### src/rtl/uart_line_buffer.sv
// uart_line_buffer: captures characters popped from the uart_rx FIFO into a
// DEPTH-entry line RAM, optionally echoing each one, and replays the stored
// line to the uart_tx FIFO on a start pulse or on a captured terminator.
// All outputs are registered; strobes are high for exactly one cycle.
module uart_line_buffer #(
  parameter int                    DATA_WIDTH = 8,
  parameter int                    DEPTH      = 64,
  parameter int                    ADDR_WIDTH = 6,
  parameter logic [DATA_WIDTH-1:0] TERMINATOR = 8'h0D,
  parameter bit                    AUTO_SEND  = 1'b1
) (
  input  logic                  clock,
  input  logic                  reset,
  input  logic                  start,
  input  logic                  echo_en,
  input  logic [DATA_WIDTH-1:0] rx_data,
  input  logic                  rx_data_present,
  input  logic                  tx_full,
  output logic                  read_from_uart,
  output logic                  write_to_uart,
  output logic [DATA_WIDTH-1:0] tx_data,
  output logic                  busy,
  output logic [ADDR_WIDTH:0]   count,
  output logic                  overflow,
  output logic                  send_done
);

  typedef enum logic [1:0] {
    ST_CAPTURE = 2'd0,
    ST_CAP_GAP = 2'd1,
    ST_SEND_RD = 2'd2,
    ST_SEND_WR = 2'd3
  } state_t;

  localparam logic [ADDR_WIDTH:0]   CNT_ZERO  = {(ADDR_WIDTH+1){1'b0}};
  localparam logic [ADDR_WIDTH:0]   CNT_ONE   = (ADDR_WIDTH+1)'(1'b1);
  localparam logic [ADDR_WIDTH:0]   CNT_FULL  = (ADDR_WIDTH+1)'(DEPTH);
  localparam logic [ADDR_WIDTH-1:0] PTR_ZERO  = {ADDR_WIDTH{1'b0}};
  localparam logic [ADDR_WIDTH-1:0] PTR_ONE   = ADDR_WIDTH'(1'b1);
  localparam logic [DATA_WIDTH-1:0] DATA_ZERO = {DATA_WIDTH{1'b0}};

  state_t                  state_r;
  logic [ADDR_WIDTH-1:0]   wr_ptr_r;
  logic [ADDR_WIDTH-1:0]   rd_ptr_r;
  logic [ADDR_WIDTH:0]     count_r;
  logic                    ovf_r;
  logic                    start_pend_r;
  logic                    term_hit_r;
  logic                    last_push_r;
  logic                    read_r;
  logic                    write_r;
  logic                    busy_r;
  logic                    done_r;
  logic [DATA_WIDTH-1:0]   tx_data_r;
  logic [DATA_WIDTH-1:0]   ram_q_r;
  logic [DATA_WIDTH-1:0]   mem_r [DEPTH];

  logic                    start_ok_s;
  logic                    send_now_s;
  logic                    pop_s;
  logic                    store_s;
  logic                    last_s;

  // Decode this cycle's capture/send decisions from state and handshakes
  always_comb begin
    start_ok_s = 1'b0;
    send_now_s = 1'b0;
    pop_s      = 1'b0;
    store_s    = 1'b0;
    last_s     = 1'b0;
    // a start with an empty buffer is dropped, never latched
    start_ok_s = start && (count_r != CNT_ZERO);
    if (state_r == ST_CAPTURE) begin
      // a pending or fresh start wins over a pop in the same cycle
      send_now_s = start_pend_r || start_ok_s;
      pop_s      = !send_now_s && rx_data_present && (!echo_en || !tx_full);
    end else begin
      send_now_s = 1'b0;
      pop_s      = 1'b0;
    end
    store_s = pop_s && (count_r != CNT_FULL);
    last_s  = (({1'b0, rd_ptr_r}) + CNT_ONE) == count_r;
  end

  // Line RAM: capture-side write and registered replay-side read
  always_ff @(posedge clock) begin
    if (store_s) begin
      mem_r[wr_ptr_r] <= rx_data;
    end
    if (state_r == ST_SEND_RD) begin
      ram_q_r <= mem_r[rd_ptr_r];
    end
  end

  // Control FSM with registered strobes, pointers and status
  always_ff @(posedge clock or negedge reset) begin
    if (!reset) begin
      state_r      <= ST_CAPTURE;
      wr_ptr_r     <= PTR_ZERO;
      rd_ptr_r     <= PTR_ZERO;
      count_r      <= CNT_ZERO;
      ovf_r        <= 1'b0;
      start_pend_r <= 1'b0;
      term_hit_r   <= 1'b0;
      last_push_r  <= 1'b0;
      read_r       <= 1'b0;
      write_r      <= 1'b0;
      busy_r       <= 1'b0;
      done_r       <= 1'b0;
      tx_data_r    <= DATA_ZERO;
    end else begin
      read_r      <= 1'b0;
      write_r     <= 1'b0;
      last_push_r <= 1'b0;
      // send_done trails the final push strobe by one cycle
      done_r      <= last_push_r;
      case (state_r)
        ST_CAPTURE: begin
          if (send_now_s) begin
            state_r      <= ST_SEND_RD;
            busy_r       <= 1'b1;
            start_pend_r <= 1'b0;
          end else if (pop_s) begin
            read_r     <= 1'b1;
            state_r    <= ST_CAP_GAP;
            term_hit_r <= AUTO_SEND && store_s && (rx_data == TERMINATOR);
            if (store_s) begin
              wr_ptr_r <= wr_ptr_r + PTR_ONE;
              count_r  <= count_r + CNT_ONE;
              if (echo_en) begin
                write_r   <= 1'b1;
                tx_data_r <= rx_data;
              end else begin
                write_r   <= 1'b0;
              end
            end else begin
              // buffer full: the character is dropped and flagged
              ovf_r <= 1'b1;
            end
          end else begin
            state_r <= ST_CAPTURE;
          end
        end
        ST_CAP_GAP: begin
          term_hit_r <= 1'b0;
          if (term_hit_r) begin
            state_r      <= ST_SEND_RD;
            busy_r       <= 1'b1;
            start_pend_r <= 1'b0;
          end else begin
            // a start here takes effect in the following capture cycle
            state_r      <= ST_CAPTURE;
            start_pend_r <= start_ok_s;
          end
        end
        ST_SEND_RD: begin
          state_r <= ST_SEND_WR;
        end
        ST_SEND_WR: begin
          if (!tx_full) begin
            write_r   <= 1'b1;
            tx_data_r <= ram_q_r;
            if (last_s) begin
              state_r     <= ST_CAPTURE;
              busy_r      <= 1'b0;
              count_r     <= CNT_ZERO;
              wr_ptr_r    <= PTR_ZERO;
              rd_ptr_r    <= PTR_ZERO;
              ovf_r       <= 1'b0;
              last_push_r <= 1'b1;
            end else begin
              rd_ptr_r <= rd_ptr_r + PTR_ONE;
              state_r  <= ST_SEND_RD;
            end
          end else begin
            state_r <= ST_SEND_WR;
          end
        end
        default: begin
          state_r <= ST_CAPTURE;
          busy_r  <= 1'b0;
        end
      endcase
    end
  end

  assign read_from_uart = read_r;
  assign write_to_uart  = write_r;
  assign tx_data        = tx_data_r;
  assign busy           = busy_r;
  assign count          = count_r;
  assign overflow       = ovf_r;
  assign send_done      = done_r;

endmodule

### config.mk
export PLATFORM = sky130hd
export DESIGN_NAME = uart_line_buffer
export DESIGN_NICKNAME = d
export VERILOG_FILES = /design/src/rtl/uart_line_buffer.sv
export SDC_FILE = /design/constraint.sdc
export NUM_CORES = 1
export LEC_CHECK = 0
export ABC_CLOCK_PERIOD_IN_PS = 3200
export CORE_ASPECT_RATIO = 0.5
export CORE_MARGIN = 2
export CORE_UTILIZATION = 62
export DETAILED_ROUTE_END_ITERATION = 8
export GPL_TIMING_DRIVEN = 0
export PLACE_DENSITY = 0.88
export REMOVE_ABC_BUFFERS = 1
export SLEW_MARGIN = 20
export SYNTH_ARGS = -nofsm -noshare
export SYNTH_HDL_FRONTEND = slang
export SYNTH_SLANG_ARGS = --single-unit
### constraint.sdc
create_clock -name clock -period 3.2 [get_ports clock]
set_input_delay 0.64 -clock clock [delete_from_list [all_inputs] [get_ports clock]]
set_output_delay 0.64 -clock clock [all_outputs]
set_load 0.1 [all_outputs]
==> out/results.ini <==
[setup_path]
r2r_start = state_r[1]
path_cells = inv_1, ha_1, nand3b_1, a211oi_1, o211ai_2, nor3b_1, a211o_1
critical-path-max-stage-delay_ns = 0.70
required_ns = 3.71
timing.rr.end = wr_ptr_r[2]
startpoint_type = flip-flop
cp_num_buf_inv = 1
worst_ep_arrival_time_ns = 4.01
crit_family = compound AO/OA/AOI/OAI gates
ff2ff_setup_slack_ns = -0.29
worstPathMaxFanout = 10
cpMaxStageDelayCell = a211oi_1
crit_path_end_kind = flip-flop
r2r_cells = 7
critical_path_class = flip-flop to flip-flop

[synthesis]
synth_xor_area_share_pct = 0.236
synth_edf_count = 520
synth_top_area_share_pct = 70.2
muxShareOfSynthArea_pct = 15.6
synthSimpleGateAreaFrac_pct = 4.05
ys_seq_area_share_pct = 74.4
synth_cell_types = 61
synthAdderAreaFrac_pct = 0.450
synth_flop_cell = edfxtp_1
syn-cell-area_mm2 = 0.0222
synthCells = 1114
synthTopCellsByCount = 520 x edfxtp_1, 140 x mux4_2, 83 x nor2_1, 37 x dfrtp_1, 24 x buf_2
syn_avg_cell_area_um2 = 20.0
synth.top_cells.by_area = edfxtp_1 70%, mux4_2 14%, dfrtp_1 4.2%
ys_async_sr_fraction_pct = 6.64
yosys.area.top_type = edfxtp_1
yosys_warnings = 0
synth_top_family_by_area = multiplexers
yosysMostFrequentCell = edfxtp_1
yosys_register_bits = 557
synth_compound_area_share_pct = 3.61

[placement]
gp_congestion = 0.834
place_ws_ns = -0.666
port-buffer-count = 33
dpl.hpwl_um = 31500

[grt]
grt_use_total_pct = 32.9
antenna_found_initial = 3
grt_pass1_vias = 12400
use_met3_pct = 9.28
grt_overflow = 0
grt_use_met2_pct = 51.6
grt_use_met1_pct = 44.7
grt_pass1_wl_um = 86800
grt_max_degree = 67
top_usage_layer = met2

[pwr]
power_switching_uw = 6910
ir_drop_uv = 689
p_leak_uw = 0.00787
internal_power_uw = 13800
p_per_area_mw_per_mm2 = 819
swShare_pct = 33.4
pwr-share-comb_pct = 31.1
clkPwrFrac_pct = 27.2
power_frac_seq_pct = 41.6

[drt]
ant_nets = 0
via_per_inst = 7.74
routedWlPerCell_um = 37.7
first_pass_iters = 9
dr.first_iter.drc_count = 2587
wirelength_um = 63100
drc = 0
dr_total_vias = 12900

[clocking]
numCtsBuffers = 46
cts_buffer_depth = 3
insertion_delay_ns = 0.60
root_buffer = clkbuf_16
cts.sinks = 557
clk_pin_slew_ns = 0.07
htreeDepth = 2
tritoncts = yes

[sta]
fmax_mhz = 286
hold_violations = 0
fin_ws_ns = -0.291
rsz0062_at_grt = yes
setup-violations-final = 362
fin_skew_ns = 0.0354
worstMarginPinSlew_ns = 1.09
maxSlewViolCount = 0
fin_crit_sh_pct = 109
relSlewSlack_pct = 26.8
period_needed_ns = 3.49

[worst_hold_path]
holdPathStages = 0
hold_path_end = send_done
min_from = last_push_r
hold_path.class = flip-flop to flip-flop

[floorplanning]
die_y_um = 138
boundaryPins = 34
dieArea_mm2 = 0.0375
die_x_um = 272
coreArea_mm2 = 0.0349
start_util_pct = 63.7
placementRows = 48

[cells_and_area]
area_growth_pct = 13.6
drive_gt1_share_pct = 29.5
fin_util_pct = 72.4
final_nets = 1182

[outcome]
status = finished, violations left
violations = setup timing

[flow_run]
maxCapViolCount = 0

## cell type report
class	instances	area (µm²)
tap	475	594
timing repair buffer	61	835
multi-input combinational	480	5790
clock buffer	61	1230
antenna	1	2.50
sequential	557	16600
inverter	14	52.6
fill	1683	9640
clock inverter	23	194
## metrics by stage
step           hold slack, ns  area, µm²  TNS [ns]  power [µW]  cells
2_1_floorplan           0.331      21900    -89.56       12700   1051
3_3_place_gp            0.337      22800   -342.58       13800   1559
3_5_place_dp            0.354      23200   -227.52       14300   1573
4_1_cts                 0.366      24900    -99.98       20100   1669
5_1_grt                 0.357      25300    -17.57       21000   1671
6_report                0.361      25300    -30.00       20700   1672
## cell families (layout without fill, tap and decap cells)
group	after synthesis	in the layout
other	0	1
adder cells (fa/ha/maj)	8	8
buffers and inverters	77	159
XOR/XNOR	6	6
multiplexers	169	169
AND/OR/NAND/NOR	181	181
AO/OA/AOI/OAI	116	116
flip-flops	557	557
## per-layer routing
| metal | part of all wire, % | vias to the layer above |
|---|---|---|
| li1 | - | 4679 |
| met1 | 32 | 6372 |
| met2 | 45 | 1530 |
| met3 | 17 | 360 |
| met4 | 6.6 | 0 |
| met5 | 0 | - |
## state kept, by name, summed over array words and instances (netlist names)
| signal | flops |
|---|---|
| start_pend_r | 1 |
| term_hit_r | 1 |
| send_done | 1 |
| busy | 1 |
| overflow | 1 |
| tx_data | 8 |
| wr_ptr_r | 6 |
| ram_q_r | 8 |
| rd_ptr_r | 6 |
| mem_r | 512 |
| count | 7 |
| state_r | 2 |
| write_to_uart | 1 |
| last_push_r | 1 |
| read_from_uart | 1 |
## worst reg2reg max path: stages (launching register included)
cell and delay [ns]:
dfrtp_1 0.44, inv_1 0.17, ha_1 0.49, nand3b_1 0.28, a211oi_1 0.70, o211ai_2 0.51
nor3b_1 0.62, a211o_1 0.22
## worst max-delay path by stage
stage / cells after the start / start / endpoint / slack, ns
after floorplan: 7 / rd_ptr_r[1] / count[2] / -3.20
after global placement: 7 / rd_ptr_r[1] / wr_ptr_r[2] / -5.49
after detailed placement: 6 / rx_data_present / mem_r[19][3] / -0.67
after CTS: 8 / state_r[0] / mem_r[24][4] / -0.50
after global routing: 7 / state_r[1] / wr_ptr_r[2] / -0.27
final: 7 / state_r[1] / wr_ptr_r[2] / -0.29
## power groups by stage
stage | registers (µW) | logic, µW | clock network, µW
after floorplan | 9620 | 3060 | 0
after CTS | 8590 | 5940 | 5550
final | 8610 | 6440 | 5630
after global placement | 9340 | 4480 | 0
after detailed placement | 8830 | 5450 | 0
after global routing | 8610 | 6550 | 5810
## cell usage in the layout (no fill, tap or decap), types with 5 or more instances in the layout
cell / instances
a211oi_1: 8
a21oi_1: 10
a221oi_1: 6
a22o_1: 7
a31oi_1: 9
buf_12: 10
buf_16: 9
buf_2: 8
buf_4: 7
clkbuf_1: 14
clkbuf_16: 47
clkdlybuf4s50_1: 24
clkinv_1: 9
clkinv_2: 9
dfrtp_1: 32
edfxtp_1: 520
ha_1: 6
inv_1: 14
mux2_2: 22
mux2i_1: 5
mux4_2: 140
nand2_1: 16
nand2b_1: 6
nand3_1: 14
nor2_1: 19
nor2_2: 16
nor2_4: 48
nor2b_1: 12
nor3_1: 16
o21ai_0: 22
o21ai_1: 5
o22ai_1: 14
o31ai_1: 8
## what timing repair did
action	in CTS	in global routing
hold buffers	1	0
hold endpoints to repair	11	0
cloned	1	0
endpoints found under the setup margin	543	443
resized for setup	56	72
buffers inserted	10	2
pin swaps	2	4
(Power assumes the default switching activity.)
